## src/rtl/cascade_pulse_counter_pkg.sv

```systemverilog
// cascade_pulse_counter_pkg: slow-stage mode codes and parameter legality check
package cascade_pulse_counter_pkg;
  localparam int MODE_WRAP = 0;
  localparam int MODE_STOP = 1;
  function automatic bit params_ok(
    input int fast_w,
    input int fast_mod,
    input int slow_w,
    input int slow_init,
    input int pulse_len,
    input int slow_mode
  );
    return fast_w >= 1 && fast_w <= 30 && fast_mod >= 2 && fast_mod <= (1 << fast_w) &&
           slow_w >= 1 && slow_w <= 30 && slow_init >= 0 && slow_init < (1 << slow_w) &&
           pulse_len >= 1 && (slow_mode == MODE_WRAP || slow_mode == MODE_STOP);
  endfunction
endpackage

```

## src/rtl/cascade_pulse_counter_stretcher.sv

```systemverilog
// pulse_stretcher: holds pulse high for LEN cycles after trig, retriggerable
module pulse_stretcher #(
  parameter int LEN   = 2,
  parameter int CNT_W = $clog2(LEN + 1)
) (
  input  logic clk,
  input  logic rst,
  input  logic clr,
  input  logic trig,
  output logic pulse
);
  logic [CNT_W-1:0] cnt;
  always_ff @(posedge clk)
    if (rst || clr) begin
      cnt   <= '0;
      pulse <= 1'b0;
    end else begin
      cnt   <= trig ? CNT_W'(LEN) : (cnt != '0 ? cnt - 1'b1 : cnt);
      pulse <= trig || cnt > CNT_W'(1);
    end
endmodule

```

## src/rtl/cascade_pulse_counter.sv

```systemverilog
// cascade_pulse_counter: fast modulo stage decrementing a slow stage, with tick and stretched led
module cascade_pulse_counter
  import cascade_pulse_counter_pkg::*;
#(
  parameter int FAST_W    = 4,
  parameter int FAST_MOD  = 13,
  parameter int SLOW_W    = 4,
  parameter int SLOW_INIT = 15,
  parameter int PULSE_LEN = 2,
  parameter int SLOW_MODE = 0
) (
  input  logic              clk,
  input  logic              rst,
  input  logic              en,
  input  logic              clr,
  output logic [FAST_W-1:0] fast_count,
  output logic [SLOW_W-1:0] slow_count,
  output logic              tick,
  output logic              led,
  output logic              done
);
  localparam logic [FAST_W-1:0] FAST_LAST   = FAST_W'(FAST_MOD - 1);
  localparam logic [SLOW_W-1:0] SLOW_RELOAD = SLOW_W'(SLOW_INIT);
  localparam bit                STOP        = SLOW_MODE == MODE_STOP;
  if (!params_ok(FAST_W, FAST_MOD, SLOW_W, SLOW_INIT, PULSE_LEN, SLOW_MODE)) begin : g_bad_params
    $error("cascade_pulse_counter: illegal parameter set");
  end
  logic adv, wrap;
  always_comb begin
    adv  = en && !done;
    wrap = adv && fast_count == FAST_LAST;
  end
  always_ff @(posedge clk)
    if (rst || clr) begin
      fast_count <= '0;
      slow_count <= SLOW_RELOAD;
      tick       <= 1'b0;
      done       <= 1'b0;
    end else begin
      fast_count <= wrap ? '0 : (adv ? fast_count + 1'b1 : fast_count);
      if (wrap) slow_count <= slow_count != '0 ? slow_count - 1'b1 : (STOP ? '0 : SLOW_RELOAD);
      done       <= done || (STOP && wrap && slow_count == '0);
      tick       <= wrap;
    end
  pulse_stretcher #(.LEN(PULSE_LEN)) u_stretch (
    .clk  (clk),
    .rst  (rst),
    .clr  (clr),
    .trig (wrap),
    .pulse(led)
  );
endmodule

```

## config.mk

```make
export PLATFORM = sky130hd
export DESIGN_NAME = cascade_pulse_counter
export DESIGN_NICKNAME = d
export VERILOG_FILES = /design/src/rtl/cascade_pulse_counter_pkg.sv /design/src/rtl/cascade_pulse_counter_stretcher.sv /design/src/rtl/cascade_pulse_counter.sv
export SDC_FILE = /design/constraint.sdc
export NUM_CORES = 1
export LEC_CHECK = 0
export CAP_MARGIN = 15
export CORE_AREA = 4 4 41 43
export DETAILED_ROUTE_END_ITERATION = 10
export DIE_AREA = 0 0 45 47
export GPL_ROUTABILITY_DRIVEN = 0
export PLACE_DENSITY = 0.75
export SLEW_MARGIN = 20
export SYNTH_ARGS = -nofsm -noshare
export SYNTH_HDL_FRONTEND = slang
export SYNTH_HIERARCHICAL = 1
export SYNTH_SLANG_ARGS = --single-unit
```

## constraint.sdc

```tcl
create_clock -name clk -period 2.15 [get_ports clk]
set_clock_uncertainty 0.1 [all_clocks]
set_input_delay 0.3225 -clock clk [delete_from_list [all_inputs] [get_ports clk]]
set_output_delay 0.3225 -clock clk [all_outputs]
set_load 0.02 [all_outputs]
```

==> results.md, run 1 <==
- The number of cells on the worst reg-to-reg path is 5.
- The number of buffers and inverters on the critical path is 1.
- The global-route wire length before repair is roughly 1600 um.
- The combinational group share of total power is 5.8%.
- The leakage power summed over all cells is 0.3099 nW.
- Once the clock tree was built, the resizer swapped 0 gates to a different size.
- The fmax is about 560 MHz.
- Summed over all failing endpoints, the final setup total negative slack is 0 ns.
- The final-report hold violation count is 0.
- For this run, the total global-route usage over all layers was measured as between 10% and 20%.
- The first detailed-routing pass took 2 iterations.
- In the post-route analysis, the smallest setup slack over all paths is roughly 0.36 ns.
- The areal power density over the cells is between 600 and 700 nW/um2.
- The CTS tree is built.
- Once the clock tree was built, the setup fixing pass inserted 0 buffers.
- The detail route stage leaves a number of antenna-violating nets equal to 0.
- Sequential cells burn between 50% and 60% of the power.
- The flip-flop cell with the highest count after synthesis is sky130_fd_sc_hd__dfxtp_1.
- The worst hold path class is reg2reg.
- The number of stages on the worst setup path is 1.
- The routed length per instance is between 10 and 15 um.
- The maximum number of pins on one net before global-route repair is 8.
- In this run the worst setup path terminates at slow_count[0].
- For this run, the register share of the synthesized area comes to a little under half.
- The post-synthesis instance area is between 500 and 600 um2.
- The site row count is 13.
- Before CTS, the worst setup slack after placement is between 0.3 and 0.4 ns.
- STA classifies the critical path startpoint as a register.
- Yosys mapped the design onto 24 distinct sky130hd cell types.
- The worst min-delay path startpoint is u_stretch/cnt[0].
- The remaining global-route overflow is 0.
- The total number of vias is around 420.
- The worst setup path is of the reg2out kind.
- The flow ran to the end, and the final reports show no timing, DRC or antenna violations.
- The number of endpoints failing setup at the final stage is 0.
- The post-synthesis register bit count is 12.
- The clock network latency to the later pin of the worst-skew pair is approximately 0.27 ns.
- The die is about 47 um tall.
- The count of synthesis-stage warnings from yosys is 6.
- sky130_fd_sc_hd__dfxtp_1 is the most common cell in the netlist.
- The clock root buffer is sky130_fd_sc_hd__clkbuf_4.
- The data required time at the worst endpoint is ~1.7 ns.
- The die outline area is approximately 2100 um2.
- The number of antenna violations at the first check in global routing is 0.
- The number of H-tree levels is 1.
- Walking the worst path, the cells encountered are clkdlybuf4s50_1.
- After detailed routing, the number of vias per cell comes to 4.895.
- The placeable core region is 1301 um2.
- The synthesis-to-layout area growth is 33.73%.
- The clock passes through at most 2 buffers.
- For this run, asynchronously set or reset flops after synthesis account for 0%.
- The CTS buffer count is 3.
- The origin of the worst setup path is slow_count[0].
- In this run the critical register-to-register path is launched from fast_count[0].
- The clock-pin slew on the worst setup and hold paths is roughly 0.08 ns.
- In this run the tool buffered the top-level ports with 13 buffer cells.
- The final critical-path required period is around 1.8 ns.
- The switching power total is 91.91 uW.
- The worst-case vdd ir drop is about 0.38 mV.
- Ranked by total cell area, the synthesized netlist is headed by sky130_fd_sc_hd__dfxtp_1 (46%), sky130_fd_sc_hd__ha_1 (7.1%), sky130_fd_sc_hd__nor2_1 (5.7%).
- Synthesis produced a netlist whose cell count is 55.
- The met1 layer usage reported by global route is 10.14%.
- Of all nets on the critical path, the largest fanout is 6.
- By count the netlist is led by sky130_fd_sc_hd__dfxtp_1 (12), sky130_fd_sc_hd__nor2_1 (8), sky130_fd_sc_hd__inv_1 (5).
- The clock sink total is 12.
- The area share of the leading cell type in the synthesized netlist is a little under half.
- STA classifies the critical path endpoint as an output pin.
- After detailed routing, the number of remaining DRC violations is 0.
- A synthesized cell averages between 9 and 10 um2.
- The starting DRC count in detailed routing is 9.
- The number of top-level design ports is 15.
- After clock tree synthesis, the flow added hold-fix buffers numbering 0.
- The proportion of total power due to net switching is a little over a fifth.
- Per report_power, the clock group accounts for roughly two fifths of the total.
- The biggest area consumer among synthesized cells is sky130_fd_sc_hd__dfxtp_1.
- The setup slack on the worst flop-to-flop path is around 0.73 ns.
- The repair_antennas step left the layout with diodes totalling 0.
- In this design, the largest share of critical-path delay is due to buffers and inverters.
- Hold timing on the final database bottoms out at a slack of 0.3465 ns.
- The number of maximum-capacitance violations is 0.
- When the netlist entered floorplanning its net count stood at between 60 and 70.
- The endpoint of the worst-slack reg-to-reg timing path is slow_count[3].
- The endpoint arrival time on the critical path is about 1.4 ns.
- The met3 usage in global routing is under 10%.
- Summed over all nets, the half-perimeter wirelength after detailed placement is a little over 800 um.
- The critical-path cell with the highest stage delay is sky130_fd_sc_hd__clkdlybuf4s50_1.
- Measured on the finished design, the core utilization comes to between 50 and 60%.
- The net total in the final layout is 79.
- From left edge to right edge, the die measures between 40 and 50 um.
- The number of global-route vias before repair is just under 400.
- The number of enable-type register cells in the synthesized netlist is 0.
- The total wire length after detailed routing is roughly 1000 um.
- The max-slew violation total from the final report came to 0.
- For this run, global-route usage on met2 was measured as ~19%.
- Counting instances, the worst hold path has a depth of 1.
- met2 is the most crowded layer.
- Setup repair after global routing left no endpoint under its margin.
- The design internal power is about 340 uW.
- The initial core utilization is about 40%.
- The portion of the clock cycle consumed by the worst path in the final layout is 83.05%.
- The delay contributed by the slowest stage of the critical path is ~0.65 ns.
- In the final layout, the share of cells above drive strength 1 is between 10% and 20%.
## stage by stage
stage	total power, mW	instances	instance area [um2]
final	0.4293	86	704.4
after global routing	0.4534	86	704.4
after CTS	0.4337	86	704.4
after detailed placement	0.2555	82	668.1
after global placement	0.2548	82	668.1
after floorplan	0.2427	55	526.8
## metal layers
layer,vias up,wire [um]
li1,219,-
met1,188,422
met2,12,512
met3,2,87
met4,0,4
met5,-,0
## cells by family (layout without fill, tap and decap cells)
kind of cell / Yosys count / after routing / synth area share, %
xor+xnor: 3 / 3 / 4.989
fa+ha+maj: 3 / 3 / 7.127
simple gates: 19 / 19 / 20.67
flops: 12 / 12 / 45.61
buf+inv: 7 / 23 / 5.701
compound gates: 9 / 9 / 13.30
other cells: 1 / 1 / 0.7119
mux: 1 / 1 / 1.900
## cell type report
cell class	count	area [um2]
clock buffer	4	36.28
fill	135	596.8
inverter	6	22.52
multi-input combinational	36	256.5
sequential	12	240.2
tap	15	18.77
timing repair buffer	13	130.1
## power groups by stage
stage,sequential [mW],clock (mW),combinational (mW)
finish,0.225,0.179,0.0248
global route,0.226,0.202,0.0263
CTS,0.225,0.183,0.0250
detailed placement,0.231,0,0.0249
global placement,0.231,0,0.0242
floorplan,0.232,0,0.0109
## worst min-delay path by stage
stage / endpoint
after CTS: u_stretch/cnt[0]
after detailed placement: u_stretch/cnt[0]
after global placement: u_stretch/cnt[0]
after global routing: u_stretch/cnt[0]
final: u_stretch/cnt[0]
after floorplan: u_stretch/cnt[0]
## registers in the layout (all words and copies together) (netlist names)
register and count:
slow_count 4, tick 1, u_stretch/cnt 2, u_stretch/pulse 1
fast_count 4
## layout by cell type, fill, tap and decap left out, types with 2 or more instances in the layout
cell,instances
sky130_fd_sc_hd__clkdlybuf4s50_1,13
sky130_fd_sc_hd__nor3_1,3
sky130_fd_sc_hd__nor2_1,8
sky130_fd_sc_hd__clkbuf_4,3
sky130_fd_sc_hd__ha_1,3
sky130_fd_sc_hd__dfxtp_1,12
sky130_fd_sc_hd__xor2_1,2
sky130_fd_sc_hd__inv_1,5
sky130_fd_sc_hd__o21ai_1,2
sky130_fd_sc_hd__nand2_1,3
sky130_fd_sc_hd__a21oi_1,2
(Power assumes the default switching activity.)
==> inputs of run 2 (changes only) <==
--- a/config.mk
+++ b/config.mk
@@ -6,11 +6,11 @@
 export NUM_CORES = 1
 export LEC_CHECK = 0
 export CAP_MARGIN = 15
-export CORE_AREA = 4 4 41 43
+export CORE_MARGIN = 4
+export CORE_UTILIZATION = 39
 export DETAILED_ROUTE_END_ITERATION = 10
-export DIE_AREA = 0 0 45 47
 export GPL_ROUTABILITY_DRIVEN = 0
-export PLACE_DENSITY = 0.75
+export PLACE_DENSITY = 0.77
 export SLEW_MARGIN = 20
 export SYNTH_ARGS = -nofsm -noshare
 export SYNTH_HDL_FRONTEND = slang
==> constraint.sdc (replaced) <==
create_clock -name clk -period 1.45 [get_ports clk]
set_clock_uncertainty 0.1 [all_clocks]
set_input_delay 0.2175 -clock clk [delete_from_list [all_inputs] [get_ports clk]]
set_output_delay 0.2175 -clock clk [all_outputs]
set_load 0.02 [all_outputs]
==> run 2 against run 1 <==
Cell area up 8.9%. Die area down 5.3%. Register-to-register slack worse by 0.63 ns. First-iteration DRC count decreased by 78%. Combinational power grew 77%. Via count is 10% higher. Core utilization is 11 points higher. Global-route usage grew 1.3 points. Critical path depth is the same. Worst setup slack worse by 0.28 ns. Final cell count grew 10%. Sequential share of layout area down 2.6 points. Largest cell class unchanged. Highest routed layer is now met3.
==> results.md, run 2 (synthesized netlist as in run 1, its figures left out) <==
- The global-route wire length before repair was 1711 um (was 1587 um).
- Run status: complete, no violations (unchanged).
- The largest fanout on the critical path is 5 (was 6).
- The number of H-tree levels came to 1 (unchanged).
- The net total in the final layout is 89 (was 79).
- The total chip power is 642.3 uW (was 429.3 uW).
- The detailed-route vias per instance came to 4.895 (about the same).
- The number of remaining DRC errors is 0 (unchanged).
- The maximum number of pins on one net before global-route repair was 8 (unchanged).
- The CTS buffer count was 3 (unchanged).
- The clock root buffer is sky130_fd_sc_hd__clkbuf_4 (unchanged).
- The maximum number of buffers from clock root to sink is 2 (unchanged).
- The total wire length after detailed routing is 1067 um (was 1026 um).
- The clock-pin slew on the worst setup and hold paths is 0.08 ns (about the same).
- The number of global-route vias before repair was 429 (was 392).
- The data required time at the worst endpoint was 1.13 ns (was 1.73 ns).
- The critical-path cell with the highest stage delay was sky130_fd_sc_hd__dfxtp_1 (was sky130_fd_sc_hd__clkdlybuf4s50_1).
- The total number of vias is 465 (was 421).
- The count of port buffers added during placement came to 13 (unchanged).
- The number of maximum-capacitance violations is 0 (unchanged).
- The vertical die dimension is 44.75 um (was 47 um).
- The start-to-end type of the worst setup path is reg2out (unchanged).
- The areal power density over the cells is 837.5 nW/um2 (was 609.4 nW/um2).
- The placeable core region came to 1186 um2 (was 1301 um2).
- Crit path cell chain: dlygate4sd2_1 (was clkdlybuf4s50_1).
- Setup repair after global routing missed its margin: no (unchanged).
- The type of element capturing the critical path was an output pin (unchanged).
- Top flop regs: fast_count: 4 flops, slow_count: 4 flops, u_stretch/cnt: 2 flops (unchanged).
- The clock network latency to the later pin of the worst-skew pair was 0.27 ns (about the same).
- Derived from the worst setup path, the maximum achievable clock frequency is roughly 730 MHz.
- The max-slew violation total from the final report is 0 (unchanged).
- The ratio of cells with drive above 1 in the final layout was 23.46% (was 11.27%).
- The clock period could shrink to about 1.4 ns.
- The final total negative setup slack is 0 ns (unchanged).
- The portion of the clock cycle consumed by the worst path in the final layout is between 90% and 100%.
- The delay contributed by the slowest stage of the critical path is 0.40 ns (was 0.65 ns).
- The element type at the critical path start was a register (unchanged).
- The synthesis-to-layout area growth is 45.61% (was 33.73%).
- The routed length per instance is 11.23 um (was 11.93 um).
- The number of buffers added for setup after CTS was 0 (unchanged).
- The die outline area is 2003 um2 (was 2115 um2).
- The final cell area excluding filler cells came to 767.0 um2 (was 704.4 um2).
- The site row count came to 12 (was 13).
- The CTS tree is built (unchanged).
- The number of nets still failing antenna checks after routing came to 0 (unchanged).
- The die width is 44.75 um (was 45 um).
- The most common cell after layout, fill and taps aside is sky130_fd_sc_hd__dfxtp_1 (was sky130_fd_sc_hd__clkdlybuf4s50_1).
- The starting DRC count in detailed routing is 2 (was 9).
- The overall fraction of global-route tracks in use is 12.12% (was 10.79%).
- The worst hold path class is reg2reg (unchanged).
- The number of antenna violations at the first check in global routing is 0 (unchanged).
- The setup slack at placement is -0.05149 ns (was 0.3762 ns).
- The number of endpoints failing setup at the final stage is 0 (unchanged).
- The count of inserted antenna diode cells is 0 (unchanged).
- The cell area after placement is 742.0 um2 (was 668.1 um2).
- The cell class contributing the biggest share of worst-path delay was flip-flops (was buffers and inverters).
- The endpoint arrival time on the critical path is 1.05 ns (was 1.36 ns).
- The clock sink total is 12 (unchanged).
- The half-perimeter wire length after placement is 839.2 um (was 807.9 um).
- The number of top-level design ports is 15 (unchanged).
- The worst-case vdd ir drop was 0.4524 mV (was 0.3801 mV).
- The remaining global-route overflow is 0 (unchanged).
- The number of detailed-route iterations in the first pass is 3 (was 2).
- The leakage power summed over all cells came to 0.3769 nW (was 0.3099 nW).
- Most frequent cells in the layout: sky130_fd_sc_hd__dfxtp_1 (11), sky130_fd_sc_hd__dlygate4sd2_1 (10), sky130_fd_sc_hd__buf_4 (10) (was sky130_fd_sc_hd__clkdlybuf4s50_1 (13), sky130_fd_sc_hd__dfxtp_1 (12), sky130_fd_sc_hd__nor2_1 (8)).
- The number of buffers and inverters on the critical path is 1 (unchanged).
- The initial core utilization is 44.41% (was 40.48%).
- The final-report hold violation count is 0 (unchanged).
- The number of hold buffers added after cts is 0 (unchanged).
- The slack of the critical path is 0.08605 ns (was 0.3645 ns).
==> run 2: changes by cell type in the layout (fill, tap and decap cells not counted), sizes merged <==
cell | previous run | this run
buf | 0 | 10
clkdlybuf4s50 | 13 | 3
dlygate4sd2 | 0 | 10
==> run 2: power breakdown <==
part	internal, mW	leakage (nW)	switching, mW	total (mW)
Combinational	0.0220	0.259	0.0219	0.0439
Clock	0.153	0.0210	0.112	0.264
Sequential	0.331	0.0974	0.00280	0.334
==> run 2: final cells by class <==
| class | count | area [um2] |
|---|---|---|
| sequential | 12 | 241.5 |
| inverter | 6 | 22.52 |
| tap | 14 | 17.52 |
| timing repair buffer | 23 | 192.7 |
| fill | 113 | 419.2 |
| multi-input combinational | 36 | 256.5 |
| clock buffer | 4 | 36.28 |
==> run 2: routing by layer <==
layer	routed length, um	GRT usage [%]
met5	0	0
met4	0	3.614
met3	85	7.570
met2	520	22.35
met1	461	10.68
==> run 2: path summary, 6_finish.rpt <==
path                          from  slack (ns)                to  cells past startpoint
hold / removal    u_stretch/cnt[0]        0.35  u_stretch/cnt[0]                      1
setup / recovery     fast_count[1]        0.09     fast_count[1]                      1
setup reg to reg     fast_count[1]        0.10  u_stretch/cnt[0]                      6
hold reg to reg   u_stretch/cnt[0]        0.35  u_stretch/cnt[0]                      1
==> run 2: metrics by stage <==
step	hold WS, ns	cells	util [%]
6_report	0.3485	95	64.66
5_1_grt	0.3614	95	64.66
4_1_cts	0.3423	95	64.56
3_5_place_dp	0.3300	91	62.55
3_3_place_gp	0.3341	91	62.55
2_1_floorplan	0.1898	55	-
==> run 2: repair_timing <==
item,CTS,global route
gates cloned,0,0
resized for setup,10,1
endpoints found under the setup margin,10,1
